<file path="config.mk">
export PLATFORM = sky130hd
export DESIGN_NAME = order_book_matcher
export DESIGN_NICKNAME = d
export VERILOG_FILES = /design/src/rtl/order_book_matcher.sv
export SDC_FILE = /design/constraint.sdc
export NUM_CORES = 1
export LEC_CHECK = 0
export BUFFER_PORTS_ARGS = -buffer_cell sky130_fd_sc_hd__clkbuf_2
export CORE_MARGIN = 2
export CORE_UTILIZATION = 45
export CTS_CLUSTER_DIAMETER = 200
export DETAILED_ROUTE_END_ITERATION = 6
export PLACE_DENSITY = 0.72
export SYNTH_ARGS = -nofsm -noshare
export SYNTH_HDL_FRONTEND = slang
export SYNTH_SLANG_ARGS = --single-unit
export TNS_END_PERCENT = 5
</file>
<file path="constraint.sdc">
create_clock -name clk -period 4.1 [get_ports clk]
set_input_delay 1.23 -clock clk [delete_from_list [all_inputs] [get_ports clk]]
set_output_delay 1.23 -clock clk [all_outputs]
set_load 0.01 [all_outputs]
</file>
<file path="src/rtl/order_book_matcher.sv">
// Single-pair order book: tracks best bid/ask, runs a one-cycle trade when the book crosses,
// and halts on a persistent wide spread or when the trade-count limit is reached.
module obm_side #(
  parameter int PRICE_MAX = 99,
  parameter bit IS_BID    = 1'b1
) (
  input  logic       vld,
  input  logic [7:0] px,
  input  logic       have,
  input  logic [7:0] best,
  output logic       take,
  output logic       bad
);
  localparam logic [7:0] PX_MAX = 8'(PRICE_MAX);

  logic better;

  // A bid improves upward, an ask improves downward.
  assign better = IS_BID ? (px > best) : (px < best);
  assign bad    = vld && (px > PX_MAX);
  assign take   = vld && !bad && (!have || better);
endmodule

module order_book_matcher #(
  parameter int PRICE_MAX    = 99,
  parameter int SPREAD_LIMIT = 20,
  parameter int HALT_CYCLES  = 16,
  parameter int TRADE_LIMIT  = 200
) (
  input  logic       clk,
  input  logic       resetn,
  input  logic       buy_valid,
  input  logic [7:0] buy_px,
  input  logic       sell_valid,
  input  logic [7:0] sell_px,
  input  logic       halt_clr,
  output logic       order_ready,
  output logic       order_reject,
  output logic [7:0] buy_price,
  output logic [7:0] sell_price,
  output logic [7:0] spread_now,
  output logic [7:0] trade_count,
  output logic [7:0] last_trade_px,
  output logic [1:0] state,
  output logic       halt_signal,
  output logic       match_signal
);
  localparam int          NUM_SIDES = 2;  // 0 = bid, 1 = ask
  localparam logic [7:0]  SPREAD_LIM = 8'(SPREAD_LIMIT);
  localparam logic [7:0]  HALT_LAST  = 8'(HALT_CYCLES - 1);
  localparam logic [8:0]  TRADE_LIM  = 9'(TRADE_LIMIT);

  typedef enum logic [1:0] {
    S_IDLE  = 2'd0,
    S_QUOTE = 2'd1,
    S_MATCH = 2'd2,
    S_HALT  = 2'd3
  } state_t;

  typedef struct packed {
    logic       vld;
    logic [7:0] px;
  } order_t;

  state_t                        st;
  logic [NUM_SIDES-1:0][7:0]     best;
  logic [NUM_SIDES-1:0]          have;
  logic [NUM_SIDES-1:0]          have_nxt;
  order_t [NUM_SIDES-1:0]        ord;
  logic [NUM_SIDES-1:0]          take;
  logic [NUM_SIDES-1:0]          bad;
  logic [7:0]                    wide_cnt;
  logic                          crossed;
  logic                          wide;
  logic [8:0]                    tc_inc;

  assign ord[0] = '{vld: buy_valid,  px: buy_px};
  assign ord[1] = '{vld: sell_valid, px: sell_px};

  for (genvar g = 0; g < NUM_SIDES; g++) begin : g_side
    obm_side #(
      .PRICE_MAX (PRICE_MAX),
      .IS_BID    (g == 0)
    ) u_side (
      .vld  (ord[g].vld),
      .px   (ord[g].px),
      .have (have[g]),
      .best (best[g]),
      .take (take[g]),
      .bad  (bad[g])
    );
  end

  assign have_nxt   = have | take;
  assign crossed    = &have && (best[0] >= best[1]);
  assign spread_now = (&have && (best[1] > best[0])) ? (best[1] - best[0]) : 8'd0;
  assign wide       = (spread_now > SPREAD_LIM);
  assign tc_inc     = {1'b0, trade_count} + 9'd1;

  assign buy_price    = best[0];
  assign sell_price   = best[1];
  assign state        = st;
  assign order_ready  = (st == S_IDLE) || (st == S_QUOTE);
  assign match_signal = (st == S_MATCH);
  assign halt_signal  = (st == S_HALT);

  always_ff @(posedge clk or negedge resetn) begin
    if (!resetn) begin
      st            <= S_IDLE;
      best          <= '0;
      have          <= '0;
      wide_cnt      <= 8'd0;
      trade_count   <= 8'd0;
      last_trade_px <= 8'd0;
      order_reject  <= 1'b0;
    end else begin
      order_reject <= 1'b0;
      case (st)
        S_IDLE, S_QUOTE: begin
          if (crossed) begin
            // Crossed book trades next cycle; orders this cycle are ignored outright.
            st       <= S_MATCH;
            wide_cnt <= 8'd0;
          end else begin
            for (int g = 0; g < NUM_SIDES; g++) begin
              if (take[g]) begin
                best[g] <= ord[g].px;
                have[g] <= 1'b1;
              end
            end
            order_reject <= |bad;
            if (st == S_QUOTE && wide && wide_cnt == HALT_LAST) begin
              st       <= S_HALT;
              wide_cnt <= 8'd0;
            end else begin
              wide_cnt <= (st == S_QUOTE && wide) ? wide_cnt + 8'd1 : 8'd0;
              st       <= (&have_nxt) ? S_QUOTE : S_IDLE;
            end
          end
        end
        S_MATCH: begin
          last_trade_px <= best[1];
          trade_count   <= (trade_count == 8'hFF) ? 8'hFF : trade_count + 8'd1;
          best          <= '0;
          have          <= '0;
          wide_cnt      <= 8'd0;
          st            <= (tc_inc >= TRADE_LIM) ? S_HALT : S_IDLE;
        end
        S_HALT: begin
          order_reject <= buy_valid | sell_valid;
          if (halt_clr) begin
            best        <= '0;
            have        <= '0;
            wide_cnt    <= 8'd0;
            trade_count <= 8'd0;
            st          <= S_IDLE;
          end
        end
        default: st <= S_IDLE;
      endcase
    end
  end
endmodule

</file>
After elaboration in Yosys (flattened, before gate mapping)

Index checks and enable logic that the tools add are counted.

Flip-flop bits (word level): 45
Output and inout bits: 46
Logic and storage cells: 83

Add/sub/neg operators: 4
Reductions and logical operators: 26
Muxes and demuxes: 25
Magnitude comparators: 8
Bitwise logic cells: 2
Equal/unequal tests: 9

Operator list:

| cell                  | number |
|---|---|
| $mux W8               | 8 |
| $pmux W16 S3          | 1 |
| $mux W16              | 2 |
| $pmux W8 S3           | 1 |
| $add A8 B1 Y8 const B | 2 |
| $gt A8 B7 Y1 const B  | 2 |
| $gt A8 B8 Y1          | 2 |
| $pmux W8 S2           | 1 |
| $pmux W2 S3           | 2 |
| $logic_and A1 B1 Y1   | 10 |
| $mux W2               | 5 |
| $add A8 B1 Y9 const B | 1 |
| $ge A9 B8 Y1 const B  | 1 |
| $eq A8 B4 Y1 const B  | 1 |
| $eq A8 B8 Y1 const B  | 1 |
| $ge A8 B8 Y1          | 1 |
| $gt A8 B5 Y1 const B  | 1 |
| $lt A8 B8 Y1          | 1 |
| $sub A8 B8 Y8         | 1 |
| $reduce_and A2 Y1     | 3 |
| $reduce_and A3 Y1     | 2 |
| $eq A2 B2 Y1 const B  | 2 |
| $logic_not A1 Y1      | 4 |
| $mux W1               | 4 |
| other kinds (10)      | 15 |

Longest topological paths before layout

Gate-level depths: netlist of the first run.

Depth after elaboration: 11
Mapped depth: 10

By module

Synthesis of the first run repeated with hierarchy kept, for this count alone.

Cell total of the unflattened synthesis: 350
Area, all modules: 3009.1 um2

Modules (own cells, without submodules):

| module                       | cells an instance | instances | sequential area each (um2) | area an instance (um2) |
|---|---|---|---|---|
| order_book_matcher           | 285               | 1         | 1126.1                     | 2571.2 |
| obm_side at g_side[0].u_side | 34                | 1         | 0.0                        | 234.0 |
| obm_side at g_side[1].u_side | 31                | 1         | 0.0                        | 203.9 |

Worst setup path after synthesis of the first run

Ideal clock, no wire load.

Kind: reg2out
Start point: register best, in the netlist buy_price[0]
End point: output spread_now[7]
Arrival: 2.176 ns
Buffers on the path: 0
Stages on the path, launching flop included: 8
Setup slack: 0.694 ns
Path through: dfrtp_1 > ha_1 > fa_1 > nand2b_1 > a21oi_2 > a221o_1 > nand4_1 > nor3_1

Longest elaborated chain between the ends: 3
Elaborated cells on any way between the ends: 4
Those cells by class: add/sub: 1; order compare: 1; mux: 1; reduce/logical: 1

Ends and longest elaborated chain:

| item                              | line | RTL |
|---|---|---|
| from (decl)                       | 66   | `logic [NUM_SIDES-1:0][7:0] best;` |
| from (signal, indexed assignment) | 127  | `best[g] <= ord[g].px;` |
| $gt A8 B8 Y1                      | 96   | `assign spread_now = (&have && (best[1] > best[0])) ? (best[1] - best[0]) : 8'd0;` |
| $logic_and A1 B1 Y1               | 96   |  |
| $mux W8 (*)                       | 96   |  |
| to (decl)                         | 41   | `output logic [7:0] spread_now,` |

Every way passes the cells marked *; elsewhere a longest branch is shown, timed or not.

Worst setup path in the final report of the first run

Ends and elaborated chain as after synthesis.

==> results of run 1 <==
where the power goes:
part           switching [mW]  internal [mW]
Sequential              0.181          0.584
Combinational           0.786          0.556
Clock                   0.155          0.199
Total                    1.12           1.34
how the worst min path moves through the flow:
stage | startpoint | endpoint | slack, ns
after CTS | last_trade_px[5] | last_trade_px[5] | 0.49
after global routing | last_trade_px[5] | last_trade_px[5] | 0.51
after global placement | last_trade_px[7] | last_trade_px[7] | 0.47
final | last_trade_px[5] | last_trade_px[5] | 0.49
after floorplan | wide_cnt[2] | wide_cnt[2] | 0.47
after detailed placement | last_trade_px[5] | last_trade_px[5] | 0.47
final cells by class:
cell class,instances,area (µm²)
fill,615,2840
multi-input combinational,258,1680
sequential,45,1130
timing repair buffer,69,353
inverter,26,97.6
tap,77,96.3
clock buffer,7,86.3
clock inverter,1,30.0
worst max-delay path: stages, from the launching register on:
cell	delay, ns
dfrtp_1	0.43
ha_1	0.24
fa_1	0.40
nand2b_1	0.18
a21oi_2	0.19
a221o_1	0.23
nand4_1	0.13
buf_4	0.19
nor3_1	0.23
clkbuf_2	0.17
registers in the layout, indices dropped and copies added, names as in the netlist:
signal / flops
buy_price: 8
state: 2
have: 2
order_reject: 1
sell_price: 8
wide_cnt: 8
last_trade_px: 8
trade_count: 8
logic make-up (layout without fill, tap and decap cells):
family | Yosys count | in the layout | share of synthesized area
simple gates | 123 | 123 | 0.199
compound gates | 97 | 97 | 0.222
flops | 45 | 45 | 0.385
buf+inv | 31 | 103 | 0.0398
fa+ha+maj | 27 | 27 | 0.118
mux | 6 | 6 | 0.0205
xor+xnor | 5 | 5 | 0.0150
cell usage in the layout, fill, tap and decap left out, drive strengths merged, types with 2 or more instances in the layout:
cell      n
o2111ai   3
a21o      4
a21oi    21
mux2i     6
o22ai     7
and2      3
nand4     4
dfrtp    45
nand2b    3
ha       26
xnor2     2
buf       3
inv      26
and3      5
nor2b     5
or2       3
and4      2
nand3     6
o21a      4
clkbuf   73
nor2     32
nor3      7
o21ai    26
nand2    46
xor2      3
a22o      8
a31oi     9
or3       3
o211ai    3
Yosys cell counts (2+ instances only):
master      n
or3_1       3
nor2_1     32
nor2b_1     5
o2111ai_1   2
o211ai_1    3
inv_1      26
o21ai_0    24
a21oi_2     2
nand4_1     4
clkbuf_1    5
and4_1      2
o21ai_1     2
nand2b_1    3
xor2_1      3
and2_1      2
a22o_1      8
nand3_1     6
a21oi_1    19
ha_1       26
xnor2_1     2
or2_2       3
dfrtp_1    45
a31oi_1     9
nor3_1      6
o22ai_1     7
a21o_1      4
nand2_1    45
o21a_1      4
and3_1      5
mux2i_1     6
repair_timing:
item                                    in CTS  in global routing
hold buffers                                 0                  0
setup buffers                                0                  1
endpoints found under the setup margin       0                  5
per-stage QoR:
step | power [mW] | cell area (µm²) | hold slack, ns
3_5_place_dp | 2.09 | 3350 | 0.472
4_1_cts | 2.45 | 3460 | 0.492
2_1_floorplan | 1.66 | 2920 | 0.471
3_3_place_gp | 2.06 | 3350 | 0.466
5_1_grt | 2.69 | 3470 | 0.508
6_report | 2.46 | 3470 | 0.488
per-layer routing:
metal	routed length, µm	vias to the layer above	part of all wire
met5	0	-	0
met1	3480	1252	0.46
met3	351	11	0.047
met2	3580	67	0.48
met4	102	0	0.014
li1	-	1344	-
==> impl_metrics.toml, run 1 <==
[run_status]
status = "finished, final reports clean"

[critical_path]
cp.required_ns = 2.87
r2r_start = "buy_price[0]"
worstPathMaxFanout = 8
rrSetupSlack_ns = 1.23
critPathLaunch = "buy_price[0]"
start_kind = "flip-flop"
crit_path_end = "spread_now[7]"
r2r_cells = 9
critical_path_class = "reg -> out"
cp-end-kind = "output port"
arrival_ns = 2.69
r2r_end = "sell_price[3]"

[worst_hold_path]
holdPathStages = 2
hold_class = "reg -> reg"

[placement]
dp_hpwl_mm = 5.66
placement.io_buffers = 66
dpl_worst_slack_ns = 0.428
place_congestion = 0.948
dp_cells = 474

[global_route]
grt_pass1_wl_mm = 12.8
antenna_found_initial = 0
grt_use_met1 = 0.307
grt.total_usage = 0.221
grtUsageMet2 = 0.356
grt_max_degree = 24
grt_pass1_vias = 2647
grtUsageMet3 = 0.0403
overflow = 0
top_usage_layer = "met2"

[detailed_routing]
wl_per_cell_um = 15.6
dr.pass1.iters = 4
avgViaCountPerCell = 5.54
wirelength_mm = 7.51
remaining_drc_errors = 0
vias = 2674
final_antenna_net_count = 0
first_iter_violations = 123

[logic_synthesis]
synth_edf_count = 0
yosysWarnings = 0
postSynth.asyncResetShare = 1.00
synth_area_per_cell_um2 = 8.75
synth_area_um2 = 2920
synth_nets = 382
synth_area_leaders = "dfrtp_1 39%, ha_1 11%, nand2_1 5.8%"
synth_top_area_frac = 0.385
ys_ff_latch = 45
synth-main-ff-cell = "dfrtp_1"
syn_inst = 334
yosys.area.top_type = "dfrtp_1"
ys_types = 51
ys_seq_area_frac = 0.385

[die]
core_um2 = 6310
io_pins = 67
die_w_um = 84.6
die_h_um = 84.6
start_util = 0.463
num_rows = 29
die_area_um2 = 7160

[timing]
tightest_slew_ns = 0.755
maxSlewViolCount = 0
grt_setup_unrepaired = "false"
skew_ns = 0.00913
fmax_mhz = 255
slew_headroom = 0.497
hold_viol_final = 0
min_period_ns = 3.92
fin_ws_ns = 0.179
setup_violations = 0
fin_crit_sh = 0.956
fin_tns_setup_ns = 0

[power]
power.leakage_nw = 1.70
peakVddDrop_uv = 508
p_per_area_nw_per_um2 = 709

[final_layout]
diodes = 0
utilization = 0.550
area_growth_pct = 18.7
nNetsFinal = 453
final_cell_count_no_fill = 483
drive_above_1_share = 0.219

[clocking]
numCtsBuffers = 5
htreeDepth = 2
cts-root-buf = "clkbuf_8"
clk_pin_slew_ns = 0.08
clock-sinks = 45
cts_buffer_depth = 2
cts_tree = "built"
insertion_delay_ns = 0.31
cts_resized = 0

[job]
drv_cap = 0
Power figures use the tool's default switching activity.
==> run 2, diff against run 1 <==
Settings changed: CORE_MARGIN 2 to 5.
==> impl_metrics.toml, run 2 (synthesis results as in run 1) <==
[detailed_routing]
vias = 2738
final_antenna_net_count = 0
remaining_drc_errors = 0
wl_per_cell_um = 16.1
first_iter_violations = 147
wirelength_mm = 7.81
avgViaCountPerCell = 5.66
dr.pass1.iters = 4

[critical_path]
critical_path_class = "reg -> out"
r2r_cells = 9
crit_path_end = "spread_now[7]"
arrival_ns = 2.65
r2r_end = "sell_price[1]"
r2r_start = "buy_price[0]"
critical-path-slowest-cell = "dfrtp_1"
crit_path_cell_trace = "ha_1, fa_1, nand2b_1, a21oi_2, a221o_1, nand4_1, buf_4, nor3_1, clkbuf_2"
critPathTopFamily = "adder cells"
critPathLaunch = "buy_price[0]"
cpPeakStageDelay_ns = 0.44
worstPathMaxFanout = 8
rrSetupSlack_ns = 1.21
start_kind = "flip-flop"
cp-end-kind = "output port"
cp.required_ns = 2.87
cp.buffers_inverters = 2
path_depth = 9

[timing]
slew_headroom = 0.583
maxSlewViolCount = 0
fin_tns_setup_ns = 0
hold_viol_final = 0
skew_ns = 0.0122
tightest_slew_ns = 0.622
min_period_ns = 3.88
fmax_mhz = 258
grt_setup_unrepaired = "false"
setup_violations = 0
fin_ws_ns = 0.224
fin_crit_sh = 0.945

[global_route]
grt_pass1_vias = 2767
grt_max_degree = 26
grt_pass1_wl_mm = 13.5
grt.total_usage = 0.199
overflow = 0
antenna_found_initial = 0

[clocking]
clock-sinks = 45
clk_pin_slew_ns = 0.10
htreeDepth = 2
numCtsBuffers = 5
insertion_delay_ns = 0.31
cts_tree = "built"
cts_resized = 0
cts_buffer_depth = 2
cts-root-buf = "clkbuf_8"
hold_buffers = 0

[final_layout]
nNetsFinal = 454
most-common-layout-cells = "66 x clkbuf_2, 45 x nand2_1, 45 x dfrtp_1"
final_cell_count_no_fill = 484
utilization = 0.544
diodes = 0
mostFrequentLayoutCell = "clkbuf_2"
drive_above_1_share = 0.224
area_growth_pct = 18.2

[placement]
place_congestion = 0.935
placement.io_buffers = 66
dp_cells = 475
dp_hpwl_mm = 6.12
dpl_worst_slack_ns = 0.468

[power]
p_per_area_nw_per_um2 = 703
power.leakage_nw = 1.69
peakVddDrop_uv = 431

[die]
num_rows = 29
die_h_um = 90.6
start_util = 0.460
core_um2 = 6350
die_area_um2 = 8210
die_w_um = 90.6
io_pins = 67

[job]
drv_cap = 0

[worst_hold_path]
hold_class = "reg -> reg"

[run_status]
status = "finished, final reports clean"
-- run 2: worst min-delay path by stage --
stage	end	cells after the start	start	slack [ns]
finish	last_trade_px[7]	2	last_trade_px[7]	0.49
floorplan	wide_cnt[2]	1	wide_cnt[2]	0.47
global placement	last_trade_px[7]	2	last_trade_px[7]	0.47
global route	last_trade_px[3]	2	last_trade_px[3]	0.53
CTS	last_trade_px[3]	2	last_trade_px[3]	0.50
detailed placement	last_trade_px[3]	2	last_trade_px[3]	0.47
-- run 2: worst reg2reg max path: stages (launching register included) --
cell	delay, ns
dfrtp_1	0.44
ha_1	0.25
fa_1	0.40
nand2b_1	0.17
a21oi_2	0.20
a221o_1	0.23
a21oi_2	0.11
or2_2	0.32
nor3_2	0.48
a22o_1	0.23
-- run 2: metal layers --
| metal | vias up | global-route usage | part of all wire |
|---|---|---|---|
| met4 | 0 | 0.0670 | 0.025 |
| met5 | - | 0 | 0 |
| li1 | 1344 | - | - |
| met3 | 16 | 0.0517 | 0.074 |
| met1 | 1283 | 0.264 | 0.44 |
| met2 | 95 | 0.313 | 0.46 |
-- run 2: report_power, final --
group / leakage, nW / switching [mW] / total (mW) / internal [mW]
Clock: 0.0447 / 0.176 / 0.300 / 0.123
Sequential: 0.591 / 0.170 / 0.754 / 0.584
Combinational: 1.06 / 0.815 / 1.38 / 0.561
Total: 1.69 / 1.16 / 2.43 / 1.27
-- run 2: repair_timing --
action,4_1_cts,5_1_grt
setup endpoints to repair,0,3
hold endpoints to repair,0,0
buffers inserted,0,1
-- run 2: per-stage QoR --
stage	power (mW)	hold slack [ns]	instance area, µm²
after floorplan	1.66	0.471	2920
after global placement	2.10	0.468	3350
after detailed placement	2.12	0.473	3350
after CTS	2.43	0.497	3450
after global routing	2.65	0.530	3460
final	2.43	0.490	3460
-- run 2: layout make-up --
type                            instances  area [µm²]
Fill cell                             611        2890
Multi-Input combinational cell        258        1680
Sequential cell                        45        1130
Timing Repair Buffer                   70         360
Inverter                               26        97.6
Tap cell                               77        96.3
Clock buffer                            5        68.8
Clock inverter                          3        25.0
==> run 3, diff against run 2 <==
Settings changed: PLACE_DENSITY 0.72 to 0.69.
==> impl_metrics.toml, run 3 (synthesis results as in run 1) <==
[final_layout]
nNetsFinal = 453
mostFrequentLayoutCell = "clkbuf_2"
multi_input_area_um2 = 1680
most-common-layout-cells = "66 x clkbuf_2, 45 x nand2_1, 45 x dfrtp_1"
area_growth_pct = 18.5
drive_above_1_share = 0.219
register_area_um2 = 1130
nFillCells = 580
diodes = 0

[power]
p_int_mw = 1.32
p_clk_frac = 0.140
pwr-share-seq = 0.315
p_sw_mw = 1.13
pwr-share-comb = 0.545
power.leakage_nw = 1.70
p_sw_frac = 0.461
peakVddDrop_uv = 487
p_per_area_nw_per_um2 = 708

[run_status]
status = "finished, final reports clean"

[critical_path]
r2r_cells = 9
cpPeakStageDelay_ns = 0.44
cp.required_ns = 2.87
worstPathMaxFanout = 8
start_kind = "flip-flop"
arrival_ns = 2.64
cp-end-kind = "output port"
critical_path_class = "reg -> out"
r2r_start = "buy_price[0]"
critical-path-slowest-cell = "dfrtp_1"
r2r_end = "sell_price[0]"
rrSetupSlack_ns = 1.17
critPathLaunch = "buy_price[0]"
crit_path_cell_trace = "ha_1, fa_1, nand2b_1, a21oi_2, a221o_1, nand4_1, buf_4, o21ba_2, clkbuf_2"

[timing]
hold_viol_final = 0
setup_violations = 0
min_period_ns = 3.87
skew_ns = 0.00445
fin_crit_sh = 0.943
grt_setup_unrepaired = "false"
tightest_slew_ns = 0.895
maxSlewViolCount = 0
fmax_mhz = 259
slew_headroom = 0.403
fin_tns_setup_ns = 0
whs_ns = 0.487

[worst_hold_path]
min_to = "last_trade_px[6]"
hp-start = "last_trade_px[6]"
hold_class = "reg -> reg"
holdPathStages = 2

[detailed_routing]
wl_per_cell_um = 16.3
remaining_drc_errors = 0
avgViaCountPerCell = 5.61
final_antenna_net_count = 0
first_iter_violations = 168
wirelength_mm = 7.86
dr.pass1.iters = 4
vias = 2710

[die]
num_rows = 29
die_w_um = 90.6
die_h_um = 90.6
start_util = 0.460
core_um2 = 6350
io_pins = 67
die_area_um2 = 8210

[clocking]
cts_buffer_depth = 2
clk_pin_slew_ns = 0.09
htreeDepth = 2
numCtsBuffers = 5
insertion_delay_ns = 0.30
clock-sinks = 45
cts-root-buf = "clkbuf_8"
cts_tree = "built"

[global_route]
grt.total_usage = 0.200
overflow = 0
grt_max_degree = 36
grt_pass1_vias = 2767
grt_pass1_wl_mm = 13.5
antenna_found_initial = 0

[placement]
place_congestion = 0.909
dp_hpwl_mm = 6.10
placement.io_buffers = 66

[job]
drv_cap = 0
-- run 3: stage by stage --
| stage | area, µm² | util | total power, mW | setup slack (ns) | std cells |
|---|---|---|---|---|---|
| after floorplan | 2920 | - | 1.66 | 0.694 | 334 |
| after global placement | 3350 | 0.527 | 2.09 | 0.521 | 474 |
| after detailed placement | 3350 | 0.527 | 2.11 | 0.390 | 474 |
| after CTS | 3460 | 0.545 | 2.46 | 0.0665 | 482 |
| after global routing | 3470 | 0.546 | 2.69 | 0.0574 | 483 |
| final | 3470 | 0.546 | 2.45 | 0.232 | 483 |
-- run 3: critical path, delay by kind of cell, from the launching register on --
family	cells	cell delay [ns]
fa+ha+maj	2	0.66
buf+inv	2	0.30
simple gates	2	0.30
compound gates	3	0.63
flops	1	0.44
-- run 3: how the worst max path moves through the flow --
stage	slack, ns	cells after the start	to
2_1_floorplan	0.69	7	spread_now[7]
3_3_place_gp	0.52	8	spread_now[3]
3_5_place_dp	0.39	8	spread_now[3]
5_1_grt	0.06	9	spread_now[7]
4_1_cts	0.07	8	spread_now[3]
6_report	0.23	9	spread_now[3]
-- run 3: metal layers --
layer,share of wire,track usage
met5,0,0
met4,0.016,0.0695
met1,0.47,0.267
met3,0.057,0.0475
met2,0.46,0.317
-- run 3: what timing repair did --
item	4_1_cts	5_1_grt
gates resized for setup	0	0
endpoints found under the setup margin	0	5
hold buffers	0	0
setup buffers	0	1
-- run 3: area by class of cell --
cell class                      count  area share
Tap cell                           77      0.0278
Clock buffer                        6      0.0209
Clock inverter                      2      0.0112
Timing Repair Buffer               69       0.102
Multi-Input combinational cell    258       0.485
Inverter                           26      0.0282
Sequential cell                    45       0.325
-- run 3: power groups by stage --
stage	Sequential, mW	Combinational (mW)	Clock [mW]
after floorplan	0.782	0.881	0
after detailed placement	0.779	1.33	0
final	0.773	1.34	0.344
after global placement	0.775	1.31	0
after global routing	0.797	1.52	0.375
after CTS	0.771	1.34	0.351
